$ cat config.mk
export PLATFORM = sky130hd
export DESIGN_NAME = uart_cmd_seq
export DESIGN_NICKNAME = d
export VERILOG_FILES = /design/src/rtl/uart_cmd_seq.sv
export SDC_FILE = /design/constraint.sdc
export NUM_CORES = 1
export LEC_CHECK = 0
export ABC_AREA = 1
export CAP_MARGIN = 20
export CORE_UTILIZATION = 39
export DETAILED_ROUTE_END_ITERATION = 8
export GPL_TIMING_DRIVEN = 0
export SETUP_SLACK_MARGIN = 0.4
export SYNTH_ARGS = -nofsm -noshare
export SYNTH_HDL_FRONTEND = slang
export SYNTH_SLANG_ARGS = --single-unit
$ cat constraint.sdc
create_clock -name clk_i -period 2.5 [get_ports clk_i]
set_clock_uncertainty 0.05 [all_clocks]
set_input_delay 0.5 -clock clk_i [delete_from_list [all_inputs] [get_ports clk_i]]
set_output_delay 0.5 -clock clk_i [all_outputs]
set_load 0.01 [all_outputs]
$ cat src/rtl/uart_cmd_seq.sv
// Host-side UART command sequencer: replays a byte table into uart_tx over a
// valid/ready handshake and collects uart_rx replies in a first-word-fall-through FIFO.
module uart_cmd_seq #(
    parameter  int TBL_DEPTH = 64,
    parameter  int RSP_DEPTH = 16,
    parameter  int GAP_W     = 16,
    localparam int TA        = $clog2(TBL_DEPTH),
    localparam int RA        = $clog2(RSP_DEPTH)
) (
    input  logic             clk_i,
    input  logic             rst_n_i,
    input  logic             tbl_wr_en_i,
    input  logic [TA-1:0]    tbl_wr_addr_i,
    input  logic [7:0]       tbl_wr_data_i,
    input  logic [TA:0]      tbl_len_i,
    input  logic             loop_i,
    input  logic [GAP_W-1:0] gap_i,
    input  logic             start_i,
    input  logic             stop_i,
    output logic [7:0]       tx_data_o,
    output logic             tx_data_vld_o,
    input  logic             tx_data_rdy_i,
    input  logic [7:0]       rx_data_i,
    input  logic             rx_data_vld_i,
    output logic             rx_data_rdy_o,
    input  logic             rsp_rd_en_i,
    output logic [7:0]       rsp_data_o,
    output logic [RA:0]      rsp_cnt_o,
    output logic             busy_o,
    output logic             done_o,
    output logic             rsp_ovf_o
);

    typedef enum logic [2:0] {
        S_IDLE,
        S_FETCH,
        S_SEND,
        S_GAP,
        S_FIN
    } state_t;

    state_t           state;
    logic [TA:0]      len_q;
    logic             loop_q;
    logic [GAP_W-1:0] gap_q;
    logic [GAP_W-1:0] gap_cnt;
    logic [TA:0]      idx;
    logic [TA:0]      idx_nxt;
    logic             last_byte;
    logic             fetch_p1;
    logic             stop_pend;
    logic             start_acc;

    logic [7:0]       tbl_mem [TBL_DEPTH];
    logic [7:0]       rd_data_p1;

    assign idx_nxt   = idx + (TA+1)'(1);
    assign last_byte = (idx_nxt == len_q);
    assign start_acc = start_i && (state == S_IDLE);

    assign rx_data_rdy_o = 1'b1;

    // Stage p0 -> p1: table read, one cycle latency; loading is locked out while a sequence runs
    always_ff @(posedge clk_i) begin
        if (tbl_wr_en_i && !busy_o)
            tbl_mem[tbl_wr_addr_i] <= tbl_wr_data_i;
        rd_data_p1 <= tbl_mem[idx[TA-1:0]];
    end

    // Stage p1 -> output: sequencer FSM, all outputs registered
    always_ff @(posedge clk_i or negedge rst_n_i) begin
        if (!rst_n_i) begin
            state         <= S_IDLE;
            tx_data_o     <= 8'h00;
            tx_data_vld_o <= 1'b0;
            busy_o        <= 1'b0;
            done_o        <= 1'b0;
            len_q         <= '0;
            loop_q        <= 1'b0;
            gap_q         <= '0;
            gap_cnt       <= '0;
            idx           <= '0;
            fetch_p1      <= 1'b0;
            stop_pend     <= 1'b0;
        end else begin
            done_o <= 1'b0;
            case (state)
                S_IDLE: begin
                    if (start_i) begin
                        len_q     <= tbl_len_i;
                        loop_q    <= loop_i;
                        gap_q     <= gap_i;
                        idx       <= '0;
                        fetch_p1  <= 1'b0;
                        stop_pend <= 1'b0;
                        if (tbl_len_i == '0) begin
                            state  <= S_FIN;
                            done_o <= 1'b1;
                        end else begin
                            state  <= S_FETCH;
                            busy_o <= 1'b1;
                        end
                    end
                end

                S_FETCH: begin
                    if (stop_i) begin
                        state    <= S_FIN;
                        done_o   <= 1'b1;
                        busy_o   <= 1'b0;
                        fetch_p1 <= 1'b0;
                    end else if (!fetch_p1) begin
                        fetch_p1 <= 1'b1;
                    end else begin
                        fetch_p1      <= 1'b0;
                        tx_data_o     <= rd_data_p1;
                        tx_data_vld_o <= 1'b1;
                        state         <= S_SEND;
                    end
                end

                S_SEND: begin
                    // An abort here is deferred: the byte already offered must complete
                    if (stop_i)
                        stop_pend <= 1'b1;
                    if (tx_data_rdy_i) begin
                        tx_data_vld_o <= 1'b0;
                        if ((last_byte && !loop_q) || stop_i || stop_pend) begin
                            state  <= S_FIN;
                            done_o <= 1'b1;
                            busy_o <= 1'b0;
                        end else begin
                            idx <= last_byte ? '0 : idx_nxt;
                            if (gap_q == '0) begin
                                state <= S_FETCH;
                            end else begin
                                gap_cnt <= gap_q;
                                state   <= S_GAP;
                            end
                        end
                    end
                end

                S_GAP: begin
                    if (stop_i) begin
                        state  <= S_FIN;
                        done_o <= 1'b1;
                        busy_o <= 1'b0;
                    end else if (gap_cnt <= GAP_W'(1)) begin
                        state <= S_FETCH;
                    end else begin
                        gap_cnt <= gap_cnt - GAP_W'(1);
                    end
                end

                S_FIN: begin
                    state <= S_IDLE;
                end

                default: begin
                    state         <= S_IDLE;
                    tx_data_vld_o <= 1'b0;
                    busy_o        <= 1'b0;
                end
            endcase
        end
    end

    logic [7:0]    rsp_mem [RSP_DEPTH];
    logic [RA-1:0] wr_ptr;
    logic [RA-1:0] rd_ptr;
    logic          rsp_full;
    logic          do_push;
    logic          do_pop;

    // A pop frees the slot in the same cycle, so push+pop is accepted even when full
    assign rsp_full = (rsp_cnt_o == (RA+1)'(RSP_DEPTH));
    assign do_pop   = rsp_rd_en_i && (rsp_cnt_o != '0);
    assign do_push  = rx_data_vld_i && (!rsp_full || do_pop);

    assign rsp_data_o = (rsp_cnt_o != '0) ? rsp_mem[rd_ptr] : 8'h00;

    always_ff @(posedge clk_i) begin
        if (do_push)
            rsp_mem[wr_ptr] <= rx_data_i;
    end

    always_ff @(posedge clk_i or negedge rst_n_i) begin
        if (!rst_n_i) begin
            wr_ptr    <= '0;
            rd_ptr    <= '0;
            rsp_cnt_o <= '0;
            rsp_ovf_o <= 1'b0;
        end else begin
            if (do_push)
                wr_ptr <= wr_ptr + RA'(1);
            if (do_pop)
                rd_ptr <= rd_ptr + RA'(1);
            if (do_push && !do_pop)
                rsp_cnt_o <= rsp_cnt_o + (RA+1)'(1);
            else if (do_pop && !do_push)
                rsp_cnt_o <= rsp_cnt_o - (RA+1)'(1);
            if (start_acc)
                rsp_ovf_o <= 1'b0;
            if (rx_data_vld_i && !do_push)
                rsp_ovf_o <= 1'b1;
        end
    end

endmodule
# After elaboration in Yosys (flattened, before gate mapping)
# Memories as Yosys holds them, arrays and structs flattened. A register that Yosys moved wholly into a read port is not among the register bits.
# Index checks and enable logic that the tools add are counted.
# totals
word_cells	136
output_inout_bits	26
n_memories	2
ram_bits	640
register_bits	77
inputBits	54
# op_classes
eq_ne	20
magnitude_cmp	1
bitwise	3
add_sub_neg	6
reduce_logical	36
n_mux	52
# memory_table
name	depth	word_bits	rd	rd_ports_with_merged_regs	write_ports	line_no	source
tbl_mem	64	8	1	1	1	54	logic [7:0] tbl_mem [TBL_DEPTH];
rsp_mem	16	8	1	0	1	169	logic [7:0] rsp_mem [RSP_DEPTH];
# op_table
cell	n
$mux W16	5
$pmux W16 S2	1
$mux W7	4
$mux W3	8
$mux W1	23
$ne A2 B2 Y1 const B	11
$le A16 B1 Y1 const B	1
$logic_not A16 Y1	1
$sub A16 B1 Y16 const B	1
$pmux W7 S2	1
$pmux W3 S4	1
$reduce_and A4 Y1	3
$reduce_and A6 Y1	2
$mux W5	2
$reduce_bool A2 Y1	5
$add A4 B1 Y4 const B	2
$logic_and A1 B1 Y1	8
$mux W8	1
$add A7 B1 Y7 const B	1
$eq A7 B7 Y1	1
$logic_not A7 Y1	1
$eq A3 B2 Y1 const B	2
$ne A3 B3 Y1 const B	2
$pmux W1 S3	2
18 further kinds	29

# Depth between registers and ports, before layout
# Gate-level depths: netlist of run 1.
# depth
word_depth	8
ltp_mapped	16
depth_no_buf	15

# Worst setup path before layout of run 1
# Ideal clock, no wire load.
# synth_timing
kind	reg2reg
startpoint	register rsp_cnt_o[1]
endpoint	register rsp_cnt_o[4]
path_buffers	0
path_slack_ps	-99
t_arrival_ps	2423
path_stages_with_launch	14
synth_period_minus_slack_ps	2599
setup_time_ps	126
t_required_ps	2324
path_cell_list	dfrtp_1 > nor4_1 > nand2_1 > nand2_1 > clkinv_1 > ha_1 > inv_1 > ha_1 > a21o_1 > a21oi_1 > nand2_1 > nand2_1 > nor2_1 > xor2_1
# synth_via
elab_chain_cells	7
word_cells_on_any_way	15
classes_between	2 x add/sub; 1 x eq/ne; 2 x mux; 10 x reduce/logical
# synth_rtl
item	line_no	source
start: declaration	28	output logic [RA:0] rsp_cnt_o,
start signal: assignment	200	rsp_cnt_o <= rsp_cnt_o + (RA+1)'(1);
start signal: assignment	202	rsp_cnt_o <= rsp_cnt_o - (RA+1)'(1);
$eq A5 B5 Y1 or $reduce_bool A5 Y1 (tied branches)	177, 178	
$logic_not A1 Y1 or $logic_and A1 B1 Y1 (tied branches)	179, 178	
$logic_or A1 B1 Y1 (*)	179	assign do_push = rx_data_vld_i && (!rsp_full || do_pop);
$logic_and A1 B1 Y1 (*)	179	
named net do_push	173	logic do_push;
$logic_not A1 Y1	201	else if (do_pop && !do_push)
$logic_and A1 B1 Y1	201	
$reduce_bool A2 Y1 (no source line)	-	
# The timed path passes the listed nets; every way through them passes the cells marked *. The select of a mux whose other input is x is not followed.
# A chain may end at the register's enable or synchronous reset.

# Worst setup path in the final report of run 1
# layout_timing
startpoint	register rd_ptr[0]
endpoint	output port rsp_data_o[5]
# layout_via
elab_chain_cells	2
# layout_rtl
item	line_no	source
start: declaration	171	logic [RA-1:0] rd_ptr;
start signal: assignment	198	rd_ptr <= rd_ptr + RA'(1);
$mem_v2 Z16 W8	-	
$mux W8	181	assign rsp_data_o = (rsp_cnt_o != '0) ? rsp_mem[rd_ptr] : 8'h00;
end: declaration	27	output logic [7:0] rsp_data_o,
# No other way between the ends.

==> summary.md, run 1 <==
| Metric | Value |
|---|---|
| Outcome | finished with violations |
| Failing checks | negative setup slack |
| CP Capture Type | output pin |
| Mean post-synth cell area | 12.1 sq um |
| Max Slew Vio Count | 0 |
| Mapped Cells | 2,460 |
| Top-area cell type share of the netlist area | 64.7% |
| Via/cell ratio | 5.85 |
| DRT Wirelength | 98,100 um |
| Std cell rows | 100 |
| Reg-to-Reg Start | rsp_cnt_o[1]$_DFFE_PN0P_ |
| Met3 Use GR | 5.62% |
| CP Max Fanout | 7 |
| Yosys warning count | 0 |
| Setup crit end | rsp_data_o[5] |
| # nets final | 2,781 |
| GRT met1 Usage | 33.1% |
| Antenna Nets Post-Route | 0 |
| Ant diodes | 0 |
| Slew margin rel. | 46.3% |
| Initial antenna violation count | 3 |
| Worst path arrival time | 2.41 ns |
| Die Y | 278 um |
| Unique masters post-synth | 48 |
| WP depth | 11 |
| Worst reg-to-reg setup slack | 0 ns |
| Final Wtd Congestion | 0.972 |
| Setup violators final | 8 |
| Critical Path, Cell by Cell | buf_8 -> inv_6 -> clkbuf_16 -> buf_8 -> o21ai_2 -> o22ai_2 -> nor2_1 -> nor2_1 -> o21ai_2 -> a21oi_2 -> buf_2 |
| Design Power | 0.0406 W |
| GR peak layer | met2 |
| Worst slew pin tran | 0.805 ns |
| Post-layout util | 51.3% |
| Worst vdd ir | 0.000519 V |
| FMAX | 0.338 GHz |
| R2R depth | 13 |
| Cell area after layout | 38,500 sq um |
| Starting Density | 39.7% |
| Power Density | 1060 nW/um^2 |
| CP Launch Point | rd_ptr[0]$_DFFE_PN0P_ |
| Layout cell share with drive strength beyond 1 | 27.9% |
| Crit start category | register |
| Die area | 77,300 sq um |
| Syn_nets | 2,527 |
| Clk buf depth | 3 |
| First-pass GRT wire length | 138,000 um |
| Multi-input logic area | 9460 sq um |
| Max cap viols | 0 |
| I/O Buffers | 78 |
| Dpl cell area | 31,900 sq um |
| Biggest area consumer among synthesized cells | edfxtp_1 |
| Critical R2R Capture | rsp_cnt_o[4]$_DFFE_PN0P_ |
| Drt drc | 0 |
| Clk sink count | 725 |
| Number of global-route vias before repair | 20,829 |
| Synth top area cells | edfxtp_1 65%, dfrtp_1 6.5%, o21ai_0 6.2%, nor2_1 5.3%, nand2_1 3.5% |
| RSZ-0062 raised after global routing | true |
| Met2 usage | 37.7% |
| Area growth, synth to finish | 29.5% |
| WP data required | 1.95 ns |
| Grt ovf | 0 |
| Pre-antenna DRT Iters | 9 |
| Final Hold Vio Count | 0 |
| Chip width | 278 um |
| Fill cell count | 6,230 |
| Worst path slowest cell | dfrtp_1 |
| Sequential area share after synthesis | 71.7% |
| FF/Latch Area | 21,300 sq um |
| Pin count of the biggest net entering global routing | 70 |
| Delay-heaviest family, CP | buffers and inverters |
| Final period util | 118% |
| Period minus WS final | 2.96 ns |
| H-tree depth | 3 |
| WL per Instance | 26.2 um |
| Register bit total from synthesis | 725 |
| Post-DP HPWL | 62,600 um |
| Root buffer cell | clkbuf_16 |
| Leakage | 13.5 nW |
| WP buf/inv | 5 |
| Tot GR Track Use | 24.5% |
| Vias | 21,923 |
| Worst path max stage delay | 0.42 ns |
| HP Class | in2async |
| Cts bufs inserted | 78 |
| Mapped Area | 29,700 sq um |
| Skew-Pair Late Insertion Delay | 0.63 ns |
| Placed cell count | 3,516 |
| Iter 0 DRT Violations | 2,630 |
| CORE AREA | 74,900 sq um |
| Pre-CTS WS | -1.43 ns |
| Final WS setup | -0.456 ns |
| WS Path Type | reg2out |
| CTS tree | built |
| Io pins | 80 |
| Clock slew at reported path FFs | 0.06 ns |
| Non-Filler Instances | 3,748 |
registers in the layout, indices dropped and copies added (netlist names), 3 cells and up:
register,count
tbl_mem,512
idx,7
rsp_mem,128
tx_data_o,8
rd_ptr,4
len_q,7
state,3
rsp_cnt_o,5
wr_ptr,4
rd_data_p1,8
gap_cnt,16
gap_q,16
kinds of logic (layout without fill, tap and decap cells):
group	count (synthesis)	after routing	share of synthesized area, %
other	1	1	0.0126
flip-flops	725	725	71.7
multiplexers	40	40	1.38
XOR/XNOR	13	13	0.383
AND/OR/NAND/NOR	815	815	11.1
adder cells (fa/ha/maj)	13	13	0.573
AO/OA/AOI/OAI	625	625	11.7
buffers and inverters	228	547	3.14
worst min-delay path by stage:
stage                                      from                       end  slack [ns]  cells past startpoint
after floorplan                         rst_n_i        busy_o$_DFFE_PN0P_        0.15                      0
after global placement    rd_data_p1[4]$_DFF_P_  tx_data_o[4]$_DFFE_PN0P_        0.40                      1
after detailed placement                rst_n_i     rd_ptr[2]$_DFFE_PN0P_        0.30                      1
after CTS                               rst_n_i     rd_ptr[2]$_DFFE_PN0P_        0.19                      2
after global routing                    rst_n_i     rd_ptr[2]$_DFFE_PN0P_        0.21                      2
final                                   rst_n_i     rd_ptr[2]$_DFFE_PN0P_        0.20                      2
cells in the mapped netlist (all sizes together):
master / n
ha: 12
a21oi: 65
a221oi: 3
o21ai: 377
conb: 1
a21o: 2
clkinv: 5
o2111ai: 3
o221ai: 30
nor2: 419
buf: 47
a32o: 1
nor3: 13
mux2i: 32
a22oi: 1
nand4: 12
nand3: 65
dfrtp: 77
dfxtp: 8
inv: 86
o21a: 6
xor2: 10
nor4: 6
or2: 1
nand2: 299
xnor2: 3
o211ai: 7
edfxtp: 640
mux2: 8
fa: 1
o31ai: 1
a21boi: 1
a31oi: 4
clkbuf: 90
o22ai: 124
report_power, final:
part	leakage (nW)	switching, W	internal, W
Sequential	6.78	0.000606	0.0140
Combinational	5.46	0.00878	0.00561
Clock	1.25	0.00496	0.00662
Total	13.5	0.0143	0.0263
layer usage:
metal	vias to the layer above	wire [um]
met5	-	40
met2	1284	44200
met1	10870	38300
met4	6	4810
met3	294	10700
li1	9469	-
per-stage QoR:
stage	hold slack (ns)	setup TNS [ns]
finish	0.203	-3.22
global route	0.207	-3.85
CTS	0.188	-3.65
detailed placement	0.301	-687.06
global placement	0.401	-1242.64
floorplan	0.154	0
cell usage in the layout, fill, tap and decap left out, types with 30 or more instances in the layout:
| master | instances |
|---|---|
| edfxtp_1 | 640 |
| nor2_1 | 309 |
| o21ai_0 | 252 |
| nand2_1 | 222 |
| clkbuf_16 | 95 |
| o22ai_1 | 78 |
| inv_1 | 76 |
| dfrtp_1 | 71 |
| o21ai_1 | 63 |
| nor2_4 | 61 |
| nand2_2 | 57 |
| buf_4 | 53 |
| o21ai_2 | 53 |
| nor2_2 | 49 |
| clkdlybuf4s50_1 | 48 |
| buf_6 | 46 |
| o22ai_2 | 45 |
| nand3_1 | 40 |
| buf_12 | 36 |
| a21oi_1 | 35 |
| a21oi_2 | 30 |
layout make-up:
cell class	instances	area share, %
sequential	725	55.4
multi-input combinational	1507	24.6
clock buffer	99	5.41
timing repair buffer	174	5.25
buffer	137	3.95
tap	969	3.15
clock inverter	46	1.26
inverter	91	1.00
repair_timing:
action | in CTS | in global routing
pin swaps | 99 | 147
gates resized for setup | 605 | 421
cloned | 3 | 9
endpoints found under the setup margin | 677 | 656
setup buffers | 37 | 37
hold buffers | 1 | 0
hold endpoints to repair | 77 | 0
(Power assumes the default switching activity.)
==> run 2: changes to the inputs <==
ABC_AREA = unset   (was 1)
SKIP_CTS_REPAIR_TIMING = 1   (was unset)
==> summary.md, run 2 <==
| Metric | Value |
|---|---|
| Outcome | finished with violations |
| Failing checks | negative setup slack |
| DRT Wirelength | 76,700 um |
| Cts bufs inserted | 79 |
| Unique masters post-synth | 69 |
| Sequential area share after synthesis | 72.5% |
| Hold path startpoint | tbl_wr_data_i[1] |
| Initial antenna violation count | 3 |
| Most common cell in the synthesized netlist | edfxtp_1 |
| Clk sink count | 725 |
| Worst vdd ir | 0.000538 V |
| Synth top cells by count | 640 x edfxtp_1, 144 x mux4_2, 133 x nand2_1, 110 x nor2_1, 77 x dfrtp_1 |
| CP Capture Type | output pin |
| Skew-Pair Late Insertion Delay | 0.61 ns |
| Hold EP | tbl_mem[8][1]$_DFFE_PP_ |
| RSZ-0062 raised after global routing | true |
| Fill cell count | 5,963 |
| Final period util | 128% |
| Grt ovf | 0 |
| Final Hold Vio Count | 0 |
| Final Wtd Congestion | 0.862 |
| Post-synth ARST share | 10.6% |
| Chip width | 276 um |
| Ant diodes | 0 |
| Clk buf depth | 3 |
| Pre-antenna DRT Iters | 5 |
| Max Slew Vio Count | 0 |
| Worst path slowest cell | mux4_2 |
| Clock slew at reported path FFs | 0.06 ns |
| Number of global-route vias before repair | 16,541 |
| Iter 0 DRT Violations | 1,863 |
| Post-DP HPWL | 49,800 um |
| Most flop-heavy register | tbl_mem |
| Via/cell ratio | 5.72 |
| Delay-heaviest family, CP | multiplexers |
| Tot GR Track Use | 19.6% |
| Drt drc | 0 |
| Critical R2R Capture | rd_data_p1[2]$_DFF_P_ |
| Syn_nets | 1,734 |
| Max cap viols | 0 |
| Mapped Area | 29,400 sq um |
| CTS tree | built |
| WP data required | 1.95 ns |
| Critical Path, Cell by Cell | buf_12 -> buf_12 -> mux4_2 -> mux4_2 -> nor2b_4 -> buf_6 |
| CP Launch Point | rd_ptr[0]$_DFFE_PN0P_ |
| Worst reg-to-reg setup slack | -0.23 ns |
| Int Pwr | 0.0243 W |
| Commonest cells after routing, fill and taps aside | 640 x edfxtp_1, 144 x mux4_2, 124 x nand2_1, 90 x clkbuf_16, 66 x dfrtp_1 |
| Power Density | 910 nW/um^2 |
| Mean post-synth cell area | 17.6 sq um |
| I/O Buffers | 71 |
| Most common cell after layout, fill and taps aside | edfxtp_1 |
| # nets final | 1,971 |
| Worst path max stage delay | 0.54 ns |
| WP buf/inv | 3 |
| Biggest regs | tbl_mem: 512 flops, rsp_mem: 128 flops |
| Die Y | 276 um |
| Die area | 76,400 sq um |
| Synth top area cells | edfxtp_1 65%, mux4_2 11%, dfrtp_1 6.6%, mux2i_1 2.6%, nand2_1 1.7% |
| WL per Instance | 26.1 um |
| Clock power share | 34.2% |
| Final TNS setup | -9.09 ns |
| Slew margin rel. | 39.9% |
| Worst slew pin tran | 0.902 ns |
| Antenna Nets Post-Route | 0 |
| Post-layout util | 49.4% |
| Final WS setup | -0.699 ns |
| R2R depth | 7 |
| EDFF count, synth | 640 |
| Register bit total from synthesis | 725 |
| Reg-to-Reg Start | idx[0]$_DFFE_PN0P_ |
| Starting Density | 39.5% |
| Mapped Cells | 1,667 |
| NetSw | 0.00912 W |
| Layout cell share with drive strength beyond 1 | 34.1% |
| Switch share | 27.2% |
| CP Max Fanout | 5 |
| Top-area cell type share of the netlist area | 65.4% |
| Yosys warning count | 0 |
| HP Class | in2reg |
| FMAX | 0.313 GHz |
| Primary FF master, synth | edfxtp_1 |
| Area growth, synth to finish | 25.2% |
| Setup violators final | 33 |
| Crit start category | register |
| Biggest area consumer among synthesized cells | edfxtp_1 |
| H-tree depth | 3 |
| CORE AREA | 74,400 sq um |
| Vias | 16,805 |
| First-pass GRT wire length | 111,000 um |
| Worst path arrival time | 2.65 ns |
| Sequential Power Share | 43.8% |
| Period minus WS final | 3.20 ns |
| Leakage | 11.9 nW |
| Hold depth | 1 |
| Gate power share | 22.0% |
| Root buffer cell | clkbuf_16 |
| Largest register FFs | 512 |
| Io pins | 80 |
| WS Path Type | reg2out |
| Std cell rows | 100 |
| Final hold slack | 0.260 ns |
| Pin count of the biggest net entering global routing | 53 |
run 2: changes by cell type after synthesis, sizes merged, moves of 44 or more:
cell | previous run | this run
inv | 86 | 11
o21ai | 377 | 29
nor2 | 419 | 111
nand3 | 65 | 19
mux4 | 0 | 144
nand2 | 299 | 134
mux2i | 32 | 76
o22ai | 124 | 18
run 2: power by group through the flow:
stage	sequential [W]	clock [W]	combinational (W)
CTS	0.0146	0.0116	0.00611
global placement	0.0149	0	0.00594
floorplan	0.0147	0	0.00395
global route	0.0147	0.0121	0.00788
detailed placement	0.0149	0	0.00609
finish	0.0146	0.0114	0.00737
run 2: worst max-delay path by stage:
stage / endpoint / slack, ns / depth (start not counted)
2_1_floorplan: rsp_cnt_o[4]$_DFFE_PN0P_ / -0.15 / 12
3_3_place_gp: rsp_cnt_o[0]$_DFFE_PN0P_ / -2.67 / 1
3_5_place_dp: rd_data_p1[4]$_DFF_P_ / -1.15 / 8
4_1_cts: rsp_data_o[2] / -1.39 / 6
5_1_grt: rsp_data_o[2] / -0.78 / 6
6_report: rsp_data_o[2] / -0.70 / 6
run 2: final cells by class:
cell class | count | area [sq um] | share of cell area (%)
plain buffers | 103 | 953 | 2.59
clock buffers | 105 | 2200 | 5.98
clock inverters | 39 | 342 | 0.929
inverters | 12 | 56.3 | 0.153
multi-input cells | 827 | 8940 | 24.3
flip-flops and latches | 725 | 21300 | 58.0
well taps | 969 | 1210 | 3.30
repair buffers | 156 | 1760 | 4.79
run 2: cells by family after synthesis:
| family | Yosys count | share of synthesized area (%) |
|---|---|---|
| XOR/XNOR | 16 | 0.524 |
| other | 1 | 0.0128 |
| buffers and inverters | 115 | 1.62 |
| flip-flops | 725 | 72.5 |
| adder cells (fa/ha/maj) | 13 | 0.579 |
| AO/OA/AOI/OAI | 195 | 4.79 |
| multiplexers | 231 | 14.1 |
| AND/OR/NAND/NOR | 371 | 5.89 |
run 2: layer usage:
layer,global-route usage (%),vias up,share of wire [%]
li1,-,7187,-
met1,27.8,8852,43
met2,31.4,642,48
met3,3.65,122,7.0
met4,4.73,2,2.4
met5,0,-,0.017
run 2: through the flow:
step,cells,setup slack [ns],power (W),area (sq um)
floorplan,1667,-0.152,0.0187,30000
global placement,2707,-2.67,0.0208,31900
detailed placement,2716,-1.15,0.0210,32100
CTS,2860,-1.39,0.0324,34600
global route,2936,-0.776,0.0347,36800
finish,2936,-0.699,0.0335,36800
